[src/rtl/sram_port_arbiter.sv]
// Two-port (fetch / LSU) arbiter sequencing 32-bit accesses as two 16-bit SRAM half-accesses.
// Optional macro SRAM_ARB_RR_EN selects round-robin arbitration; otherwise data has fixed priority.
module sram_port_arbiter #(
  parameter int unsigned WAIT_CYCLES = 0,
  parameter int unsigned ADDR_W      = 18
) (
  input  logic              clk,
  input  logic              reset,
  input  logic              i_if_req,
  input  logic [31:0]       i_if_addr,
  output logic [31:0]       o_if_rdata,
  output logic              o_if_ack,
  input  logic              i_dm_req,
  input  logic              i_dm_we,
  input  logic [3:0]        i_dm_be,
  input  logic [31:0]       i_dm_addr,
  input  logic [31:0]       i_dm_wdata,
  output logic [31:0]       o_dm_rdata,
  output logic              o_dm_ack,
  output logic              o_busy,
  output logic [ADDR_W-1:0] SRAM_ADDR,
  output logic [15:0]       SRAM_D,
  input  logic [15:0]       SRAM_Q,
  output logic              SRAM_CE_N,
  output logic              SRAM_WE_N,
  output logic              SRAM_OE_N,
  output logic              SRAM_LB_N,
  output logic              SRAM_UB_N
);

  localparam int unsigned WA_W  = ADDR_W - 1;
  localparam int unsigned CNT_W = (WAIT_CYCLES > 0) ? $clog2(WAIT_CYCLES + 1) : 1;
  localparam logic [CNT_W-1:0] CNT_LAST = CNT_W'(WAIT_CYCLES);

  localparam logic [1:0] ST_IDLE = 2'd0;
  localparam logic [1:0] ST_LO   = 2'd1;
  localparam logic [1:0] ST_HI   = 2'd2;
  localparam logic [1:0] ST_ACK  = 2'd3;

  logic [1:0]       state, state_d;
  logic [CNT_W-1:0] cnt, cnt_d;
  logic             gnt_dm, gnt_dm_d;
  logic             lat_we, lat_we_d;
  logic [3:0]       lat_be, lat_be_d;
  logic [31:0]      lat_wdata, lat_wdata_d;
  logic [WA_W-1:0]  lat_waddr, lat_waddr_d;
  logic [31:0]      rbuf, rbuf_d;

  logic [ADDR_W-1:0] sram_addr_d;
  logic [15:0]       sram_d_d;
  logic              ce_n_d, we_n_d, oe_n_d, lb_n_d, ub_n_d;
  logic              if_ack_d, dm_ack_d, busy_d;
  logic [31:0]       if_rdata_d, dm_rdata_d;
  logic              pick_dm, half, phase_done;

`ifdef SRAM_ARB_RR_EN
  logic last_dm, last_dm_d;
`endif

  // Byte-offset bits and bits above the SRAM window carry no information here.
  logic unused_addr_bits;
  assign unused_addr_bits = ^{i_if_addr[31:ADDR_W+1], i_if_addr[1:0],
                              i_dm_addr[31:ADDR_W+1], i_dm_addr[1:0]};

  // Next-state, latched request and next registered output values.
  always_comb begin
    state_d     = state;
    cnt_d       = cnt;
    gnt_dm_d    = gnt_dm;
    lat_we_d    = lat_we;
    lat_be_d    = lat_be;
    lat_wdata_d = lat_wdata;
    lat_waddr_d = lat_waddr;
    rbuf_d      = rbuf;
    sram_addr_d = SRAM_ADDR;
    sram_d_d    = SRAM_D;
    ce_n_d      = 1'b1;
    we_n_d      = 1'b1;
    oe_n_d      = 1'b1;
    lb_n_d      = 1'b1;
    ub_n_d      = 1'b1;
    if_ack_d    = 1'b0;
    dm_ack_d    = 1'b0;
    busy_d      = 1'b0;
    if_rdata_d  = o_if_rdata;
    dm_rdata_d  = o_dm_rdata;
    pick_dm     = 1'b0;
    half        = 1'b0;
    phase_done  = (cnt == CNT_LAST);
`ifdef SRAM_ARB_RR_EN
    last_dm_d   = last_dm;
`endif

    case (state)
      ST_IDLE: begin
        if (i_if_req || i_dm_req) begin
          pick_dm = i_dm_req;
`ifdef SRAM_ARB_RR_EN
          if (i_dm_req && i_if_req) pick_dm = ~last_dm;
          last_dm_d = pick_dm;
`endif
          gnt_dm_d    = pick_dm;
          lat_we_d    = pick_dm & i_dm_we;
          lat_be_d    = i_dm_be;
          lat_wdata_d = i_dm_wdata;
          lat_waddr_d = pick_dm ? i_dm_addr[ADDR_W:2] : i_if_addr[ADDR_W:2];
          cnt_d       = '0;
          if (!(lat_we_d && (lat_be_d[1:0] == 2'b00)))      state_d = ST_LO;
          else if (!(lat_we_d && (lat_be_d[3:2] == 2'b00))) state_d = ST_HI;
          else                                              state_d = ST_ACK;
        end
      end
      ST_LO: begin
        if (phase_done) begin
          if (!lat_we) rbuf_d[15:0] = SRAM_Q;
          cnt_d   = '0;
          state_d = (lat_we && (lat_be[3:2] == 2'b00)) ? ST_ACK : ST_HI;
        end else begin
          cnt_d = cnt + CNT_W'(1);
        end
      end
      ST_HI: begin
        if (phase_done) begin
          if (!lat_we) rbuf_d[31:16] = SRAM_Q;
          cnt_d   = '0;
          state_d = ST_ACK;
        end else begin
          cnt_d = cnt + CNT_W'(1);
        end
      end
      ST_ACK:  state_d = ST_IDLE;
      default: state_d = ST_IDLE;
    endcase

    // Outputs follow the state being entered so the pins are valid for its whole duration.
    busy_d = (state_d != ST_IDLE);
    if ((state_d == ST_LO) || (state_d == ST_HI)) begin
      half        = (state_d == ST_HI);
      sram_addr_d = {lat_waddr_d, half};
      ce_n_d      = 1'b0;
      if (lat_we_d) begin
        we_n_d   = 1'b0;
        sram_d_d = half ? lat_wdata_d[31:16] : lat_wdata_d[15:0];
        lb_n_d   = half ? ~lat_be_d[2] : ~lat_be_d[0];
        ub_n_d   = half ? ~lat_be_d[3] : ~lat_be_d[1];
      end else begin
        oe_n_d = 1'b0;
        lb_n_d = 1'b0;
        ub_n_d = 1'b0;
      end
    end

    if (state_d == ST_ACK) begin
      if (gnt_dm_d) begin
        dm_ack_d = 1'b1;
        if (!lat_we_d) dm_rdata_d = rbuf_d;
      end else begin
        if_ack_d   = 1'b1;
        if_rdata_d = rbuf_d;
      end
    end
  end

  // State and registered outputs.
  always_ff @(posedge clk or negedge reset) begin
    if (!reset) begin
      state      <= ST_IDLE;
      cnt        <= '0;
      gnt_dm     <= 1'b0;
      lat_we     <= 1'b0;
      lat_be     <= '0;
      lat_wdata  <= '0;
      lat_waddr  <= '0;
      rbuf       <= '0;
      SRAM_ADDR  <= '0;
      SRAM_D     <= '0;
      SRAM_CE_N  <= 1'b1;
      SRAM_WE_N  <= 1'b1;
      SRAM_OE_N  <= 1'b1;
      SRAM_LB_N  <= 1'b1;
      SRAM_UB_N  <= 1'b1;
      o_if_ack   <= 1'b0;
      o_dm_ack   <= 1'b0;
      o_if_rdata <= '0;
      o_dm_rdata <= '0;
      o_busy     <= 1'b0;
`ifdef SRAM_ARB_RR_EN
      last_dm    <= 1'b0;
`endif
    end else begin
      state      <= state_d;
      cnt        <= cnt_d;
      gnt_dm     <= gnt_dm_d;
      lat_we     <= lat_we_d;
      lat_be     <= lat_be_d;
      lat_wdata  <= lat_wdata_d;
      lat_waddr  <= lat_waddr_d;
      rbuf       <= rbuf_d;
      SRAM_ADDR  <= sram_addr_d;
      SRAM_D     <= sram_d_d;
      SRAM_CE_N  <= ce_n_d;
      SRAM_WE_N  <= we_n_d;
      SRAM_OE_N  <= oe_n_d;
      SRAM_LB_N  <= lb_n_d;
      SRAM_UB_N  <= ub_n_d;
      o_if_ack   <= if_ack_d;
      o_dm_ack   <= dm_ack_d;
      o_if_rdata <= if_rdata_d;
      o_dm_rdata <= dm_rdata_d;
      o_busy     <= busy_d;
`ifdef SRAM_ARB_RR_EN
      last_dm    <= last_dm_d;
`endif
    end
  end

endmodule
[config.mk]
export PLATFORM = sky130hd
export DESIGN_NAME = sram_port_arbiter
export DESIGN_NICKNAME = d
export VERILOG_FILES = /design/src/rtl/sram_port_arbiter.sv
export SDC_FILE = /design/constraint.sdc
export NUM_CORES = 1
export LEC_CHECK = 0
export ABC_CLOCK_PERIOD_IN_PS = 3900
export BUFFER_PORTS_ARGS = -buffer_cell sky130_fd_sc_hd__buf_2
export CORE_ASPECT_RATIO = 1.5
export CORE_MARGIN = 5
export CORE_UTILIZATION = 39
export CTS_CLUSTER_DIAMETER = 50
export DETAILED_ROUTE_END_ITERATION = 10
export GPL_TIMING_DRIVEN = 0
export PLACE_DENSITY_LB_ADDON = 0.08
export SYNTH_ARGS = -nofsm -noshare
export SYNTH_HDL_FRONTEND = slang
export SYNTH_SLANG_ARGS = --single-unit
[constraint.sdc]
create_clock -name clk -period 3.9 [get_ports clk]
set_input_delay 0.585 -clock clk [delete_from_list [all_inputs] [get_ports clk]]
set_output_delay 0.585 -clock clk [all_outputs]
set_load 0.005 [all_outputs]
==> summary.md, run 1 <==
| Metric | Value |
|---|---|
| Run status | `complete, no violations` |
| CTS tree | `yes` |
| Share of cells above drive strength 1 | `59.3%` |
| Core ar. | `20,300 sq um` |
| Die Footprint | `23,400 sq um` |
| Clock transition at path regs | `0.07 ns` |
| CTS Sinks | `195` |
| PostCTS Resize Cnt | `0` |
| Final WL | `18,700 um` |
| M1 WL | `7070 um` |
| Largest net degree at the start of global routing | `106` |
| Syn Std Cell Area | `7930 sq um` |
| Pwr dens | `994 nW/um^2` |
| Mapped Avg Cell Area | `15.8 sq um` |
| Final ANT Viol Nets | `0` |
| Number of synthesized register bits | `195` |
| Post-DR vias/cell | `5.09` |
| Gpl congestion | `0.790` |
| Peak Freq | `282 MHz` |
| Worst Path Arrival | `3.85 ns` |
| Most common cell after layout, fill and taps aside | `buf_2` |
| Critical path depth | `11` |
| Starting density of the core | `39.2%` |
| H-tree depth | `4` |
| Worst Setup SP | `i_if_req` |
| Crit path buffers/inverters | `5` |
| Die Y-Extent | `185 um` |
| Hold Buf Count CTS | `0` |
| Worst path most repeated cell | `clkbuf_1` |
| Total grt overflow | `0` |
| WL/cell | `18.9 um` |
| Slowest Stage Delay on Critical Path | `0.57 ns` |
| Worst R2R Setup Slack | `0.79 ns` |
| Final setup fails | `0` |
| RR Startpoint | `state[0]` |
| CP delay by family, top | `buffers and inverters` |
| Final worst-path cycle share | `90.8%` |
| Initial antenna violation count | `1` |
| Clock Skew | `0.00554 ns` |
| Port buffer count | `195` |
| Most frequent cells in the layout | `204 x buf_2, 190 x dfrtp_1, 160 x mux2_2` |
| Layout Nets | `844` |
| Vias | `5,056` |
| CTS buffer count | `17` |
| Slew Limit Fails | `0` |
| Row cnt | `64` |
| Async S/R FF share, synth | `100%` |
| Starting DRC count in detailed routing | `183` |
| Unique masters post-synth | `33` |
| Setup crit start kind | `input port` |
| Clk_lat worst skew | `0.42 ns` |
| Worst EP required | `4.21 ns` |
| # DRC | `0` |
| Post-CTS Setup Inserts | `0` |
| Critical path class | `input port to register` |
| Cells after Synth | `501` |
| Detailed-routed wire length on met3 | `1250 um` |
| Measured slew at the worst slew-check pin | `0.710 ns` |
| Crit Path Max Fanout | `10` |
| Syn. warnings | `0` |
| Crit path to | `SRAM_D[8]` |
| RR Endpoint | `SRAM_D[8]` |
| Die W | `126 um` |
| Slew headroom | `52.7%` |
| Final Worst Setup Slack | `0.360 ns` |
| Final min period | `3.54 ns` |
| Met2 routed WL | `10,000 um` |
| CP endpoint kind | `register` |
| Worst hold path type | `input port to asynchronous set/reset pin` |
| Pleak | `4.52 nW` |
| Detailed placer's ending HPWL | `13,900 um` |
| Worst slack, placed | `-0.150 ns` |
| IO Count | `227` |
| Max Root-Sink Buffers | `2` |
| Number of global-route vias before repair | `5,673` |
| Crit-path slowest cell | `clkbuf_1` |
| Filler cells | `1,822` |
| Maximum vdd drop | `0.459 mV` |
| Pre-Repair DR Iteration Count | `5` |
| Highest routed layer | `met4` |
| Root buf cell | `clkbuf_16` |
| Final-report hold violation count | `0` |
| Layout area overhead | `24.9%` |
| Gr usage total | `16.7%` |
| Final instance area | `9910 sq um` |
| Worst reg2reg path depth | `9` |
| Crit-path cells | `buf_2 > clkbuf_1 > clkbuf_1 > nor3_1 > a31oi_1 > a21oi_1 > ha_1 > clkinv_1 > clkbuf_1 > mux4_2 > mux2_2` |
| Total of max-cap violations | `0` |
| Placed inst area | `9280 sq um` |
| Post-synthesis sequential area ratio | `61.6%` |
| First-pass GRT wire length | `30,400 um` |
| Post-layout util | `48.9%` |
| Unrepaired setup endpoints after global routing | `false` |
| Number of synthesized flops with an enable pin | `0` |
| Synthesized net count | `629` |
| Dominant synthesized flop cell | `dfrtp_1` |
[logic make-up (layout without fill, tap and decap cells)]
| group | count (synthesis) | after routing | synth area share, % |
|---|---|---|---|
| DFF | 195 | 195 | 61.6 |
| AOI/OAI and AO/OA | 65 | 65 | 5.36 |
| buffers and inverters | 36 | 264 | 2.33 |
| adders and majority gates | 7 | 7 | 1.10 |
| and+or+nand+nor | 15 | 15 | 1.23 |
| other | 0 | 1 | 0 |
| muxes | 183 | 183 | 28.4 |
[Yosys cell counts, types with 2 or more instances]
cell      number  area (sq um)
dfrtp_1      190          4750
mux2_2       160          1800
o22ai_1       34           213
a21oi_1       20           100
mux4_2        17           383
clkbuf_1      11          41.3
buf_2         10          50.1
ha_1           7          87.6
inv_1          6          22.5
mux2_1         6          67.6
dfstp_2        5           131
buf_6          4          45.0
a21o_1         3          22.5
nand2_1        3          11.3
nor2_1         3          11.3
buf_4          2          15.0
clkinv_1       2          7.51
nand2_2        2          12.5
nand2b_1       2          12.5
[how the worst min path moves through the flow]
| stage | from | end | slack [ns] | cells past startpoint |
|---|---|---|---|---|
| 3_3_place_gp | o_dm_rdata[28] | o_dm_rdata[28] | 0.47 | 1 |
| 2_1_floorplan | reset | SRAM_ADDR[0] | 0.29 | 0 |
| 5_1_grt | reset | lat_waddr[12] | 0.20 | 1 |
| 3_5_place_dp | o_dm_rdata[30] | o_dm_rdata[30] | 0.48 | 1 |
| 6_report | reset | lat_waddr[12] | 0.14 | 1 |
| 4_1_cts | reset | lat_waddr[12] | 0.17 | 1 |
[layout make-up]
cell class	instances	area, sq um	area share (%)
clock buffers	23	478	4.82
inverters	9	33.8	0.341
well taps	264	330	3.33
multi-input cells	270	2860	28.9
repair buffers	196	1010	10.2
clock inverters	9	151	1.53
flip-flops and latches	195	4890	49.3
plain buffers	27	151	1.53
diodes	1	2.50	0.0253
[power by group]
group	switching (mW)	internal [mW]
sequential	0.450	3.14
combinational	2.00	2.41
clock	0.725	1.12
total	3.18	6.67
[registers in the layout, summed over array words and instances, names as in the netlist, 2 cells and up]
name and cells:
o_dm_rdata 32, state 2, SRAM_D 16, lat_waddr 17, o_if_rdata 32, lat_be 4
SRAM_ADDR 18, lat_wdata 32, rbuf 32
[per-stage QoR]
step / hold WS [ns] / std cells / setup TNS [ns] / total power [mW]
after global routing: 0.203 / 994 / 0 / 10.6
final: 0.135 / 994 / 0 / 9.85
after detailed placement: 0.479 / 961 / -1.27 / 8.16
after floorplan: 0.289 / 501 / 0 / 6.61
after CTS: 0.172 / 993 / 0 / 10.0
after global placement: 0.465 / 960 / -154.22 / 7.96
[worst register-to-register path, cell delays in order, from the launching register on]
cell	delay (ns)
dfrtp_1	0.37
inv_1	0.09
ha_1	0.27
a311oi_1	0.35
a21o_1	0.16
ha_1	0.33
clkinv_1	0.36
clkbuf_1	0.42
mux4_2	0.38
mux2_2	0.27
[per-layer routing]
metal  vias up  global-route usage (%)
met4         0                    6.05
li1       2273                       -
met5         -                       0
met1      2609                    18.9
met3        28                    5.33
met2       146                    29.5
Power figures use the tool's default switching activity.
==> run 2: changes to the inputs <==
--- a/config.mk
+++ b/config.mk
@@ -14,6 +14,7 @@
 export DETAILED_ROUTE_END_ITERATION = 10
 export GPL_TIMING_DRIVEN = 0
 export PLACE_DENSITY_LB_ADDON = 0.08
+export RECOVER_POWER = 50
 export SYNTH_ARGS = -nofsm -noshare
 export SYNTH_HDL_FRONTEND = slang
 export SYNTH_SLANG_ARGS = --single-unit
==> run 2 against run 1 <==
The run now ends with max-capacitance violations, max-slew violations left. Non-clock buffer count did not move. Clock skew hardly changed. Total power down 0.43%. Via count grew 0.45%. Die area is the same. First-iteration DRC count did not move. Clock power is essentially flat. Sequential share of layout area up 0.31 points. Core utilization decreased by 0.31 points. Register-to-register slack about the same. Critical path depth unchanged. Maximum frequency increased by 0.77%.
==> summary.md, run 2 (synthesis gave the netlist of run 1 again) <==
| Metric | Value |
|---|---|
| Run status | `finished with violations (was complete, no violations)` |
| Failing checks | `max-capacitance violations, max-slew violations` |
| Maximum vdd drop | `0.458 mV (was 0.459 mV)` |
| Crit Path Max Fanout | `10 (unchanged)` |
| Number of global-route vias before repair | `5,673 (unchanged)` |
| Die W | `126 um (unchanged)` |
| Share of cells above drive strength 1 | `54.6% (was 59.3%)` |
| Filler cells | `1,834 (was 1,822)` |
| CTS tree | `yes (unchanged)` |
| IO Count | `227 (unchanged)` |
| CP endpoint kind | `register (unchanged)` |
| Met2 GRT Util | `29.5% (unchanged)` |
| Most frequent cells in the layout | `190 x dfrtp_1, 171 x buf_2, 160 x mux2_2 (was 204 x buf_2, 190 x dfrtp_1, 160 x mux2_2)` |
| Initial antenna violation count | `1 (unchanged)` |
| Gpl congestion | `0.790 (unchanged)` |
| CTS buffer count | `17 (unchanged)` |
| Total grt overflow | `0 (unchanged)` |
| First-pass GRT wire length | `30,400 um (unchanged)` |
| Worst Path Arrival | `3.83 ns (was 3.85 ns)` |
| Vias | `5,079 (was 5,056)` |
| Sw Ratio | `32.5% (was 32.3%)` |
| Placed Instances | `961 (unchanged)` |
| Power share of the combinational group | `44.5% (was 44.8%)` |
| Total of max-cap violations | `2 (was 0)` |
| RR Startpoint | `state[0] (unchanged)` |
| Root buf cell | `clkbuf_16 (unchanged)` |
| Min-delay src | `i_dm_wdata[31]` |
| H-tree depth | `4 (unchanged)` |
| Hold Path End | `lat_wdata[31]` |
| Most common cell after layout, fill and taps aside | `dfrtp_1 (was buf_2)` |
| Total negative setup slack | `0 ns (unchanged)` |
| WL/cell | `18.9 um (about the same)` |
| Worst reg2reg path depth | `9 (unchanged)` |
| Post-DR vias/cell | `5.11 (was 5.09)` |
| PostCTS Resize Cnt | `0 (unchanged)` |
| Final setup fails | `0 (unchanged)` |
| Row cnt | `64 (unchanged)` |
| Final Non-Filler Cells | `994 (unchanged)` |
| Peak Freq | `285 MHz (was 282 MHz)` |
| Measured slew at the worst slew-check pin | `2.31 ns (was 0.710 ns)` |
| Final WL | `18,800 um (was 18,700 um)` |
| Sequential share of power | `36.6% (was 36.4%)` |
| Post-layout util | `48.6% (was 48.9%)` |
| Worst R2R Setup Slack | `0.79 ns (about the same)` |
| Pwr dens | `996 nW/um^2 (was 994 nW/um^2)` |
| Final worst-path cycle share | `90.1% (was 90.8%)` |
| Die Y-Extent | `185 um (unchanged)` |
| Worst EP required | `4.21 ns (about the same)` |
| Hold Buf Count CTS | `0 (unchanged)` |
| Layout Nets | `844 (unchanged)` |
| Final Worst Setup Slack | `0.387 ns (was 0.360 ns)` |
| Met1 Track Usage GR | `18.9% (unchanged)` |
| Final min period | `3.51 ns (was 3.54 ns)` |
| Port buffer count | `195 (unchanged)` |
| Max Root-Sink Buffers | `2 (unchanged)` |
| # DRC | `0 (unchanged)` |
| Detailed placer's ending HPWL | `13,900 um (unchanged)` |
| Layout area overhead | `24.1% (was 24.9%)` |
| Clock Skew | `0.00545 ns (was 0.00554 ns)` |
| P_sw | `3.18 mW (about the same)` |
| Worst slack, placed | `-0.150 ns (unchanged)` |
| Largest net degree at the start of global routing | `106 (unchanged)` |
| Final-report hold violation count | `0 (unchanged)` |
| Core ar. | `20,300 sq um (unchanged)` |
| Gr usage total | `16.7% (unchanged)` |
| Tot Pwr | `9.81 mW (was 9.85 mW)` |
| Starting density of the core | `39.2% (unchanged)` |
| Worst hold path type | `input port to register (was input port to asynchronous set/reset pin)` |
| Gr busiest metal | `met2 (unchanged)` |
| Clk_lat worst skew | `0.42 ns (about the same)` |
| Clock transition at path regs | `0.07 ns (about the same)` |
| RR Endpoint | `SRAM_D[10] (was SRAM_D[8])` |
| Final ANT Viol Nets | `0 (unchanged)` |
| Met3 usage | `5.33% (unchanged)` |
| CTS Sinks | `195 (unchanged)` |
| Setup crit start kind | `input port (unchanged)` |
| Slew Limit Fails | `101 (was 0)` |
| Pre-Repair DR Iteration Count | `4 (was 5)` |
| Int Power | `6.62 mW (was 6.67 mW)` |
| Slew headroom | `-53.9% (was 52.7%)` |
| Starting DRC count in detailed routing | `183 (unchanged)` |
| Critical path class | `input port to register (unchanged)` |
| Pleak | `4.42 nW (was 4.52 nW)` |
| Post-CTS Setup Inserts | `0 (unchanged)` |
| Unrepaired setup endpoints after global routing | `false (unchanged)` |
| Die Footprint | `23,400 sq um (unchanged)` |
| Worst Setup SP | `i_if_req (unchanged)` |
| Worst Hold Depth | `2` |
| Clock share of power | `18.9% (was 18.8%)` |
==> run 2: changes by cell type in the layout (fill, tap and decap cells not counted) <==
| cell | change |
|---|---|
| buf_2 | -33 |
| clkbuf_1 | +33 |
| buf_8 | -1 |
| clkbuf_2 | +1 |
| o21ai_0 | +1 |
| o21ai_4 | -1 |
==> run 2: layer usage <==
| layer | share of wire [%] | up-vias |
|---|---|---|
| li1 | - | 2269 |
| met1 | 37 | 2632 |
| met2 | 54 | 149 |
| met3 | 6.9 | 29 |
| met4 | 2.1 | 0 |
| met5 | 0 | - |
==> run 2: worst max path at each step <==
stage | to | slack, ns | depth (start not counted)
final | SRAM_D[10] | 0.39 | 11
after global routing | SRAM_D[8] | 0.15 | 11
after CTS | SRAM_D[8] | 0.31 | 11
after detailed placement | SRAM_D[8] | -0.15 | 11
after global placement | o_dm_rdata[3] | -0.83 | 1
after floorplan | SRAM_D[10] | 0.96 | 10
==> run 2: area by class of cell <==
| cell class | instances | area [sq um] | area share [%] |
|---|---|---|---|
| clock buffers | 23 | 478 | 4.85 |
| inverters | 9 | 33.8 | 0.343 |
| multi-input cells | 270 | 2850 | 29.0 |
| plain buffers | 27 | 151 | 1.54 |
| diodes | 1 | 2.50 | 0.0254 |
| repair buffers | 196 | 962 | 9.77 |
| well taps | 264 | 330 | 3.35 |
| clock inverters | 9 | 151 | 1.54 |
| flip-flops and latches | 195 | 4890 | 49.6 |
==> run 2: per-stage QoR <==
stage / area [sq um] / hold slack (ns)
final: 9850 / 0.399
after detailed placement: 9280 / 0.479
after global routing: 9850 / 0.379
after global placement: 9240 / 0.465
after CTS: 9910 / 0.172
after floorplan: 7930 / 0.289
==> run 2: power by group through the flow <==
stage	Sequential, mW	Combinational, mW	Clock (mW)
6_report	3.59	4.36	1.85
5_1_grt	3.72	4.80	2.00
4_1_cts	3.60	4.54	1.91
3_5_place_dp	3.63	4.53	0
3_3_place_gp	3.57	4.39	0
2_1_floorplan	3.60	3.02	0
==> run 2: critical path: stages <==
cell and delay (ns):
buf_2 0.12, clkbuf_1 0.42, clkbuf_1 0.45, nor3_1 0.09
a31oi_1 0.21, a21oi_1 0.16, ha_1 0.32, clkinv_1 0.23
clkbuf_1 0.57, mux4_2 0.40, mux2_2 0.27
==> run 3: changes to the inputs <==
--- a/config.mk
+++ b/config.mk
@@ -9,7 +9,7 @@
 export BUFFER_PORTS_ARGS = -buffer_cell sky130_fd_sc_hd__buf_2
 export CORE_ASPECT_RATIO = 1.5
 export CORE_MARGIN = 5
-export CORE_UTILIZATION = 39
+export CORE_UTILIZATION = 36
 export CTS_CLUSTER_DIAMETER = 50
 export DETAILED_ROUTE_END_ITERATION = 10
 export GPL_TIMING_DRIVEN = 0
==> run 3 against run 2 <==
The flow still finishes with violations (max-capacitance violations, max-slew violations). Worst setup slack better by 0.0014 ns. Core utilization shrank 3.6 points. Via count is 0.85% lower. Clock-buffer cell count decreased by 2. Clock skew up 0.0024 ns. Routed wire length up 1.2%. Non-clock buffer count unchanged. Total power decreased by 2.0%. Die area is 7.8% higher. First-iteration DRC count rose by 27%.
==> summary.md, run 3 (synthesis gave the netlist of run 1 again) <==
| Metric | Value |
|---|---|
| Run status | `finished with violations (unchanged)` |
| Failing checks | `max-capacitance violations, max-slew violations (unchanged)` |
| Detailed placer's ending HPWL | `13,900 um (about the same)` |
| Clock Skew | `0.00788 ns (was 0.00545 ns)` |
| Row cnt | `66 (was 64)` |
| CTS buffer count | `17 (unchanged)` |
| Largest net degree at the start of global routing | `104 (was 106)` |
| Final Worst Setup Slack | `0.388 ns (was 0.387 ns)` |
| Share of cells above drive strength 1 | `54.5% (was 54.6%)` |
| Final worst-path cycle share | `90.0% (was 90.1%)` |
| Gpl congestion | `0.727 (was 0.790)` |
| Most common cell after layout, fill and taps aside | `dfrtp_1 (unchanged)` |
| Worst Path Arrival | `3.82 ns (was 3.83 ns)` |
| Die Y-Extent | `192 um (was 185 um)` |
| Final setup fails | `0 (unchanged)` |
| Pwr dens | `983 nW/um^2 (was 996 nW/um^2)` |
| Worst EP required | `4.21 ns (about the same)` |
| Die W | `131 um (was 126 um)` |
| Total negative setup slack | `0 ns (unchanged)` |
| Root buf cell | `clkbuf_16 (unchanged)` |
| Hold Buf Count CTS | `0 (unchanged)` |
| Critical path class | `input port to register (unchanged)` |
| Pleak | `4.37 nW (was 4.42 nW)` |
| Slew headroom | `-58.4% (was -53.9%)` |
| Crit Path Max Fanout | `10 (unchanged)` |
| Worst R2R Setup Slack | `0.79 ns (about the same)` |
| PostCTS Resize Cnt | `0 (unchanged)` |
| Worst slack, placed | `-0.0907 ns (was -0.150 ns)` |
| Crit path to | `SRAM_D[6] (was SRAM_D[10])` |
| Starting density of the core | `36.5% (was 39.2%)` |
| Setup crit start kind | `input port (unchanged)` |
| Core ar. | `21,700 sq um (was 20,300 sq um)` |
| Initial antenna violation count | `1 (unchanged)` |
| Starting DRC count in detailed routing | `233 (was 183)` |
| Unrepaired setup endpoints after global routing | `false (unchanged)` |
| Clock transition at path regs | `0.07 ns (about the same)` |
| Final ANT Viol Nets | `0 (unchanged)` |
| Layout area overhead | `23.2% (was 24.1%)` |
| Port buffer count | `195 (unchanged)` |
| Worst reg2reg path depth | `9 (unchanged)` |
| Post-DR vias/cell | `5.03 (was 5.11)` |
| RR Startpoint | `state[0] (unchanged)` |
| Placed inst area | `9290 sq um (was 9280 sq um)` |
| Final Non-Filler Cells | `1,001 (was 994)` |
| CTS tree | `yes (unchanged)` |
| Pre-Repair DR Iteration Count | `4 (unchanged)` |
| Clk_lat worst skew | `0.43 ns (was 0.42 ns)` |
| First-pass GRT wire length | `31,000 um (was 30,400 um)` |
| CTS Sinks | `195 (unchanged)` |
| Placed Instances | `969 (was 961)` |
| Worst hold path type | `input port to register (unchanged)` |
| H-tree depth | `4 (unchanged)` |
| Final min period | `3.51 ns (about the same)` |
| Total of max-cap violations | `2 (unchanged)` |
| Tot Pwr | `9.61 mW (was 9.81 mW)` |
| Most frequent cells in the layout | `190 x dfrtp_1, 171 x buf_2, 160 x mux2_2 (unchanged)` |
| Total grt overflow | `0 (unchanged)` |
| Final-report hold violation count | `0 (unchanged)` |
| Final WL | `19,100 um (was 18,800 um)` |
| WL/cell | `19.0 um (was 18.9 um)` |
| Gr usage total | `15.5% (was 16.7%)` |
| Maximum vdd drop | `0.357 mV (was 0.458 mV)` |
| Worst Setup SP | `i_if_req (unchanged)` |
| Number of global-route vias before repair | `5,647 (was 5,673)` |
| # DRC | `0 (unchanged)` |
| Final instance area | `9770 sq um (was 9850 sq um)` |
| Die Footprint | `25,200 sq um (was 23,400 sq um)` |
| Post-CTS Setup Inserts | `0 (unchanged)` |
| Vias | `5,036 (was 5,079)` |
| Measured slew at the worst slew-check pin | `2.38 ns (was 2.31 ns)` |
| RR Endpoint | `SRAM_D[6] (was SRAM_D[10])` |
| Layout Nets | `844 (unchanged)` |
| Peak Freq | `285 MHz (about the same)` |
| Max Root-Sink Buffers | `2 (unchanged)` |
| CP endpoint kind | `register (unchanged)` |
| Slew Limit Fails | `103 (was 101)` |
| # diodes | `0 (was 1)` |
| IO Count | `227 (unchanged)` |
-- run 3: how the worst min path moves through the flow --
stage                              start              to  slack, ns  cells after the start
after CTS                          reset   lat_waddr[12]       0.18                      1
after global routing      i_dm_wdata[13]   lat_wdata[13]       0.38                      2
after global placement    o_dm_rdata[26]  o_dm_rdata[26]       0.47                      1
after detailed placement  o_dm_rdata[15]  o_dm_rdata[15]       0.48                      1
final                     i_dm_wdata[13]   lat_wdata[13]       0.40                      2
after floorplan                    reset    SRAM_ADDR[0]       0.29                      0
-- run 3: through the flow --
step | hold slack, ns | util [%]
6_report | 0.402 | 45.0
5_1_grt | 0.377 | 45.0
4_1_cts | 0.182 | 45.3
3_5_place_dp | 0.478 | 42.8
3_3_place_gp | 0.466 | 42.6
2_1_floorplan | 0.289 | -
-- run 3: layer usage --
| metal | global-route usage, % | vias up | wire length, um |
|---|---|---|---|
| li1 | - | 2263 | - |
| met1 | 18.1 | 2597 | 7700 |
| met2 | 27.0 | 159 | 9900 |
| met3 | 5.37 | 15 | 1210 |
| met4 | 4.44 | 2 | 227 |
| met5 | 0 | - | 13 |
-- run 3: report_power, final --
group	internal, mW	switching [mW]	leakage [nW]
combinational	2.36	2.00	1.82
clock	0.885	0.758	0.262
sequential	3.14	0.469	2.29
-- run 3: critical path, stage by stage --
cell and delay [ns]:
buf_2 0.12, clkbuf_1 0.40, clkbuf_1 0.46, nor3_1 0.09, a31oi_1 0.23, a21oi_1 0.16
ha_1 0.31, clkinv_1 0.22, clkbuf_1 0.57, mux4_2 0.40, mux2_2 0.27
-- run 3: area by class of cell --
cell class,count,area (sq um)
buffer,27,151
clock inverter,11,108
multi-input combinational,270,2850
sequential,195,4890
fill,2031,11900
clock buffer,21,440
timing repair buffer,196,962
tap,272,340
inverter,9,33.8
